--- src/rtl/dcm_lock_sequencer.sv ---
// Power-up / lock-recovery sequencer for a cascade of DCMs, clocked from the raw oscillator.
// Releases each DCM reset in turn, waits for lock, retries on timeout and gates the system reset.
module dcm_lock_sequencer #(
    parameter int unsigned NUM_DCM      = 3,
    parameter int unsigned RST_PULSE    = 4,
    parameter int unsigned LOCK_TIMEOUT = 65535,
    parameter int unsigned HOLD_CYCLES  = 1024,
    parameter int unsigned MAX_RETRIES  = 7
) (
    input  logic               clk,
    input  logic               reset_n,
    input  logic [NUM_DCM-1:0] locked_in,
    output logic [NUM_DCM-1:0] dcm_rst,
    output logic               sys_reset,
    output logic               all_locked,
    output logic               fail,
    output logic [3:0]         retry_count,
    output logic [1:0]         stage
);

    localparam int unsigned CW = 24;
    localparam int unsigned RW = 4;
    localparam int unsigned SW = 2;

    typedef enum logic [2:0] {
        ST_PULSE = 3'd0,
        ST_WAIT  = 3'd1,
        ST_HOLD  = 3'd2,
        ST_RUN   = 3'd3,
        ST_FAIL  = 3'd4
    } state_e;

    state_e               state_q, state_d;
    logic [SW-1:0]        stage_q, stage_d;
    logic [CW-1:0]        cnt_q, cnt_d;
    logic [RW-1:0]        retry_q, retry_d;
    logic [NUM_DCM-1:0]   locked_meta_q, locked_s_q;
    logic [NUM_DCM-1:0]   dcm_rst_q, dcm_rst_d;
    logic                 sys_reset_q, all_locked_q, fail_q;
    logic                 chain_ok, lock_cur, all_ok, timeout;

    // Two-flop synchroniser for the asynchronous LOCKED inputs
    always_ff @(posedge clk or negedge reset_n) begin
        if (!reset_n) begin
            locked_meta_q <= '0;
            locked_s_q    <= '0;
        end else begin
            locked_meta_q <= locked_in;
            locked_s_q    <= locked_meta_q;
        end
    end

    // Upstream chain health and lock of the stage currently being sequenced
    always_comb begin
        chain_ok = 1'b1;
        lock_cur = 1'b0;
        for (int j = 0; j < int'(NUM_DCM); j++) begin
            if (j < int'(stage_q) && !locked_s_q[j]) chain_ok = 1'b0;
            if (j == int'(stage_q)) lock_cur = locked_s_q[j];
        end
        all_ok = &locked_s_q;
    end

    always_ff @(posedge clk or negedge reset_n) begin
        if (!reset_n) begin
            state_q      <= ST_PULSE;
            stage_q      <= '0;
            cnt_q        <= '0;
            retry_q      <= '0;
            dcm_rst_q    <= '1;
            sys_reset_q  <= 1'b1;
            all_locked_q <= 1'b0;
            fail_q       <= 1'b0;
        end else begin
            state_q      <= state_d;
            stage_q      <= stage_d;
            cnt_q        <= cnt_d;
            retry_q      <= retry_d;
            dcm_rst_q    <= dcm_rst_d;
            sys_reset_q  <= (state_d != ST_RUN);
            all_locked_q <= (state_d == ST_RUN);
            fail_q       <= (state_d == ST_FAIL);
        end
    end

    always_comb begin
        state_d = state_q;
        stage_d = stage_q;
        cnt_d   = cnt_q;
        retry_d = retry_q;
        timeout = 1'b0;

        case (state_q)
            ST_PULSE: begin
                if (cnt_q == CW'(RST_PULSE - 1)) begin
                    state_d = ST_WAIT;
                    cnt_d   = '0;
                end else begin
                    cnt_d = cnt_q + CW'(1);
                end
            end
            ST_WAIT: begin
                if (!chain_ok) begin
                    timeout = 1'b1;
                end else if (lock_cur) begin
                    cnt_d = '0;
                    if (32'(stage_q) == NUM_DCM - 1) begin
                        state_d = ST_HOLD;
                        stage_d = '0;
                    end else begin
                        state_d = ST_PULSE;
                        stage_d = stage_q + SW'(1);
                    end
                end else if (cnt_q == CW'(LOCK_TIMEOUT - 1)) begin
                    timeout = 1'b1;
                end else begin
                    cnt_d = cnt_q + CW'(1);
                end
            end
            ST_HOLD: begin
                // Lock loss wins over hold completion
                if (!all_ok) begin
                    state_d = ST_PULSE;
                    cnt_d   = '0;
                end else if (cnt_q == CW'(HOLD_CYCLES - 1)) begin
                    state_d = ST_RUN;
                    cnt_d   = '0;
                end else begin
                    cnt_d = cnt_q + CW'(1);
                end
            end
            ST_RUN: begin
                if (!all_ok) begin
                    state_d = ST_PULSE;
                    cnt_d   = '0;
                end
            end
            ST_FAIL: begin
                state_d = ST_FAIL;
            end
            default: begin
                state_d = ST_PULSE;
                stage_d = '0;
                cnt_d   = '0;
            end
        endcase

        // Retry accounting: pre-increment count reaching the limit means this timeout exceeds it
        if (timeout) begin
            retry_d = (retry_q == '1) ? retry_q : retry_q + RW'(1);
            cnt_d   = '0;
            stage_d = '0;
            state_d = (32'(retry_q) >= MAX_RETRIES) ? ST_FAIL : ST_PULSE;
        end
    end

    // Reset pattern follows the state being entered so every output stays registered
    always_comb begin
        dcm_rst_d = '1;
        for (int j = 0; j < int'(NUM_DCM); j++) begin
            case (state_d)
                ST_PULSE: dcm_rst_d[j] = (j >= int'(stage_d));
                ST_WAIT:  dcm_rst_d[j] = (j > int'(stage_d));
                ST_HOLD,
                ST_RUN:   dcm_rst_d[j] = 1'b0;
                default:  dcm_rst_d[j] = 1'b1;
            endcase
        end
    end

    assign dcm_rst     = dcm_rst_q;
    assign sys_reset   = sys_reset_q;
    assign all_locked  = all_locked_q;
    assign fail        = fail_q;
    assign retry_count = retry_q;
    assign stage       = stage_q;

endmodule

--- config.mk ---
export PLATFORM = sky130hd
export DESIGN_NAME = dcm_lock_sequencer
export DESIGN_NICKNAME = d
export VERILOG_FILES = /design/src/rtl/dcm_lock_sequencer.sv
export SDC_FILE = /design/constraint.sdc
export NUM_CORES = 1
export LEC_CHECK = 0
export ABC_CLOCK_PERIOD_IN_PS = 3700
export BUFFER_PORTS_ARGS = -buffer_cell sky130_fd_sc_hd__buf_4
export CORE_MARGIN = 8
export CORE_UTILIZATION = 35
export CTS_BUF_LIST = sky130_fd_sc_hd__clkbuf_4 sky130_fd_sc_hd__clkbuf_8 sky130_fd_sc_hd__clkbuf_16
export DETAILED_ROUTE_END_ITERATION = 8
export PLACE_DENSITY = 0.53
export SLEW_MARGIN = 20
export SYNTH_ARGS = -nofsm -noshare
export SYNTH_HDL_FRONTEND = slang
export SYNTH_SLANG_ARGS = --single-unit
--- constraint.sdc ---
create_clock -name clk -period 3.7 [get_ports clk]
set_input_delay 0.555 -clock clk [delete_from_list [all_inputs] [get_ports clk]]
set_output_delay 0.555 -clock clk [all_outputs]
set_load 0.005 [all_outputs]
==> flow_summary.yaml <==
outcome:
  status: "completed"
logic_synthesis:
  synth_xor_area_frac: 0.0247
  synth_top_family_by_area: "simple AND/OR/NAND/NOR gates"
  synth-adder-area-share: 0.0151
  synthCells: 256
  synth_mux_area_frac: 0.0177
  syn_avg_cell_area_um2: 9.69
  synth_seq_cells: 45
  synth_compound_area_frac: 0.187
  synthArstFlopShare: 1.00
  synth_cell_types: 61
  ys_warn_count: 0
  yosys.area_share.simple: 0.255
  syn_nets: 264
  synth_edf_count: 0
  synth_ff_type: "dfrtp_1"
  synth_area_mm2: 0.00248
  ys_seq_area_frac: 0.456
floorplan:
  num_rows: 30
  io_pins: 17
  die_area_mm2: 0.0100
  start_util: 0.363
  die_w_um: 100
  core_mm2: 0.00683
  dieHeight_um: 100
place:
  dpl.hpwl_mm: 3.87
  routabilityCongestion: 0.774
  dpl_cell_area_mm2: 0.00267
  numPortBuffers: 16
grt:
  antenna_found_initial: 0
  grt_overflow_total: 0
  grt_usage: 0.115
  grt_max_degree: 46
  grt_pass1_vias: 1813
  grt_first_pass_wirelength_mm: 9.23
worst_setup_path:
  crit_family: "compound AO/OA/AOI/OAI gates"
  crit_type: "reg2reg"
  regToRegSetupSlack_ns: 1.19
  worst-path-buf-inv: 0
  cpMaxStageDelayCell: "o311ai_2"
  arrival_ns: 2.72
  endpoint_kind: "flop"
  crit_chain: "ha_1 > and2b_1 > nand3_1 > nor2_1 > o311ai_2 > nand2_2 > o211ai_1"
  cpPeakStageDelay_ns: 0.88
  start_kind: "flop"
  critPathRequiredTime_ns: 3.91
  crit_fanout: 13
drt:
  route.antenna.remaining_nets: 0
  routed_wl_mm: 5.44
  wl_per_cell_um: 14.8
  viasPerCell: 5.27
  firstDrtPassIters: 4
  vias: 1940
  drc_errors: 0
  drt_iter0_drc: 138
clock_network:
  cts_tree: "done"
  clk_pin_slew_ns: 0.09
  cts_sinks: 45
  cts_buffer_depth: 2
  clock-root-buffer: "clkbuf_8"
  cts_hold_buf: 0
  cts_setup_buffers: 0
  clkLatencyLatePin_ns: 0.30
  htree_num_levels: 2
  post_cts_resized: 0
  cts_buffers: 5
sta:
  finalHoldViolations: 0
  setup_viol: 0
  slew_viol_final: 0
  fmax_mhz: 398
  grt_setup_unrepaired: "no"
  layout_min_cycle_time_ns: 2.51
  clock_skew_ns: 0.0110
  slew_headroom: 0.308
  tightest_slew_ns: 1.04
  tns_ns: 0
  finalCritPeriodShare: 0.679
finish:
  finalNetCount: 279
  final_cell_area_mm2: 0.00276
  nFillCells: 678
  mostFrequentLayoutCells: "dfrtp_1, nand2_1, nor2_1"
  final_common_cell: "dfrtp_1"
  seq_area_mm2: 0.00113
  antenna_cells: 0
  areaGrowthSynthToFinish_pct: 11.2
  multi_input_area_mm2: 0.00124
  drive_above_1_share: 0.191
power_and_ir_drop:
  p_leak_nw: 1.16
  peakVddDrop_mv: 0.301
  powerDensity_mw_per_mm2: 580
worst_hold_path:
  hold_class: "in2async"
flow_run:
  cap_violations: 0
-- power breakdown --
group	switching [mW]	internal (mW)	total (mW)	leakage, nW
clock	0.166	0.148	0.314	0.0453
combinational	0.336	0.270	0.606	0.533
sequential	0.100	0.579	0.679	0.580
-- metrics by stage --
step | utilization | power (mW) | instances | hold slack [ns] | setup slack, ns
after floorplan | - | 1.12 | 256 | 0.259 | 1.64
after CTS | 0.404 | 1.63 | 368 | 0.262 | 1.15
after detailed placement | 0.390 | 1.30 | 360 | 0.336 | 1.17
final | 0.404 | 1.60 | 368 | 0.243 | 1.19
after global placement | 0.390 | 1.31 | 360 | 0.339 | 1.27
after global routing | 0.404 | 1.73 | 368 | 0.279 | 0.933
-- area by class of cell --
class,count,area share
tap,96,0.0435
inverter,15,0.0204
clock inverter,1,0.00272
sequential,45,0.410
multi-input combinational,188,0.449
timing repair buffer,16,0.0435
clock buffer,7,0.0304
-- worst paths after layout --
kind / from / endpoint / depth (start not counted)
max in group asynchronous: reset_n / cnt_q[0] / 1
min: reset_n / cnt_q[12] / 1
max: cnt_q[0] / cnt_q[6] / 7
min in group clk: locked_meta_q[2] / locked_s_q[2] / 0
min reg2reg: locked_meta_q[2] / locked_s_q[2] / 0
max reg2reg: cnt_q[0] / cnt_q[6] / 7
-- sequential cells by signal (all words and copies together), names as in the netlist, 2 cells and up --
name and flops:
locked_meta_q 3, cnt_q 24, retry_count 4, locked_s_q 3, stage 2, state_q 3, dcm_rst 3
-- cells in the mapped netlist, types with 2 or more instances --
| cell | number | area, um2 |
|---|---|---|
| dfrtp_1 | 41 | 1030 |
| nand2_1 | 22 | 82.6 |
| nor2_1 | 22 | 82.6 |
| inv_1 | 15 | 56.3 |
| nand3_1 | 14 | 70.1 |
| nand4_1 | 10 | 62.6 |
| nor3_1 | 9 | 45.0 |
| o21ai_0 | 9 | 45.0 |
| a31oi_1 | 8 | 50.1 |
| a211oi_1 | 6 | 45.0 |
| nor4_1 | 6 | 37.5 |
| xor2_1 | 6 | 52.6 |
| o211ai_1 | 5 | 37.5 |
| a21oi_1 | 4 | 20.0 |
| a22o_1 | 4 | 35.0 |
| and3_1 | 4 | 25.0 |
| buf_4 | 4 | 30.0 |
| dfstp_2 | 4 | 105 |
| a31o_2 | 3 | 26.3 |
| and4_1 | 3 | 26.3 |
| ha_1 | 3 | 37.5 |
| mux2_2 | 3 | 33.8 |
| nand2b_1 | 3 | 18.8 |
| o22ai_1 | 3 | 18.8 |
| o32a_1 | 3 | 30.0 |
| a21boi_0 | 2 | 15.0 |
| a221o_1 | 2 | 20.0 |
| and2_1 | 2 | 12.5 |
| clkbuf_1 | 2 | 7.51 |
| nand3b_1 | 2 | 15.0 |
| or2_2 | 2 | 12.5 |
-- cells by family (layout without fill, tap and decap cells) --
group	count (synthesis)	after routing
fa+ha+maj	3	3
flops	45	45
simple gates	115	115
compound gates	59	59
xor+xnor	7	7
mux	4	4
buf+inv	23	39
-- layer usage --
metal | GRT usage | vias to the layer above | wire (um)
met5 | 0 | - | 0
met4 | 0.0558 | 0 | 109
met3 | 0.0194 | 10 | 121
met2 | 0.156 | 23 | 2260
met1 | 0.169 | 923 | 2950
li1 | - | 984 | -
Note: power is estimated with default switching activity, not from simulation.
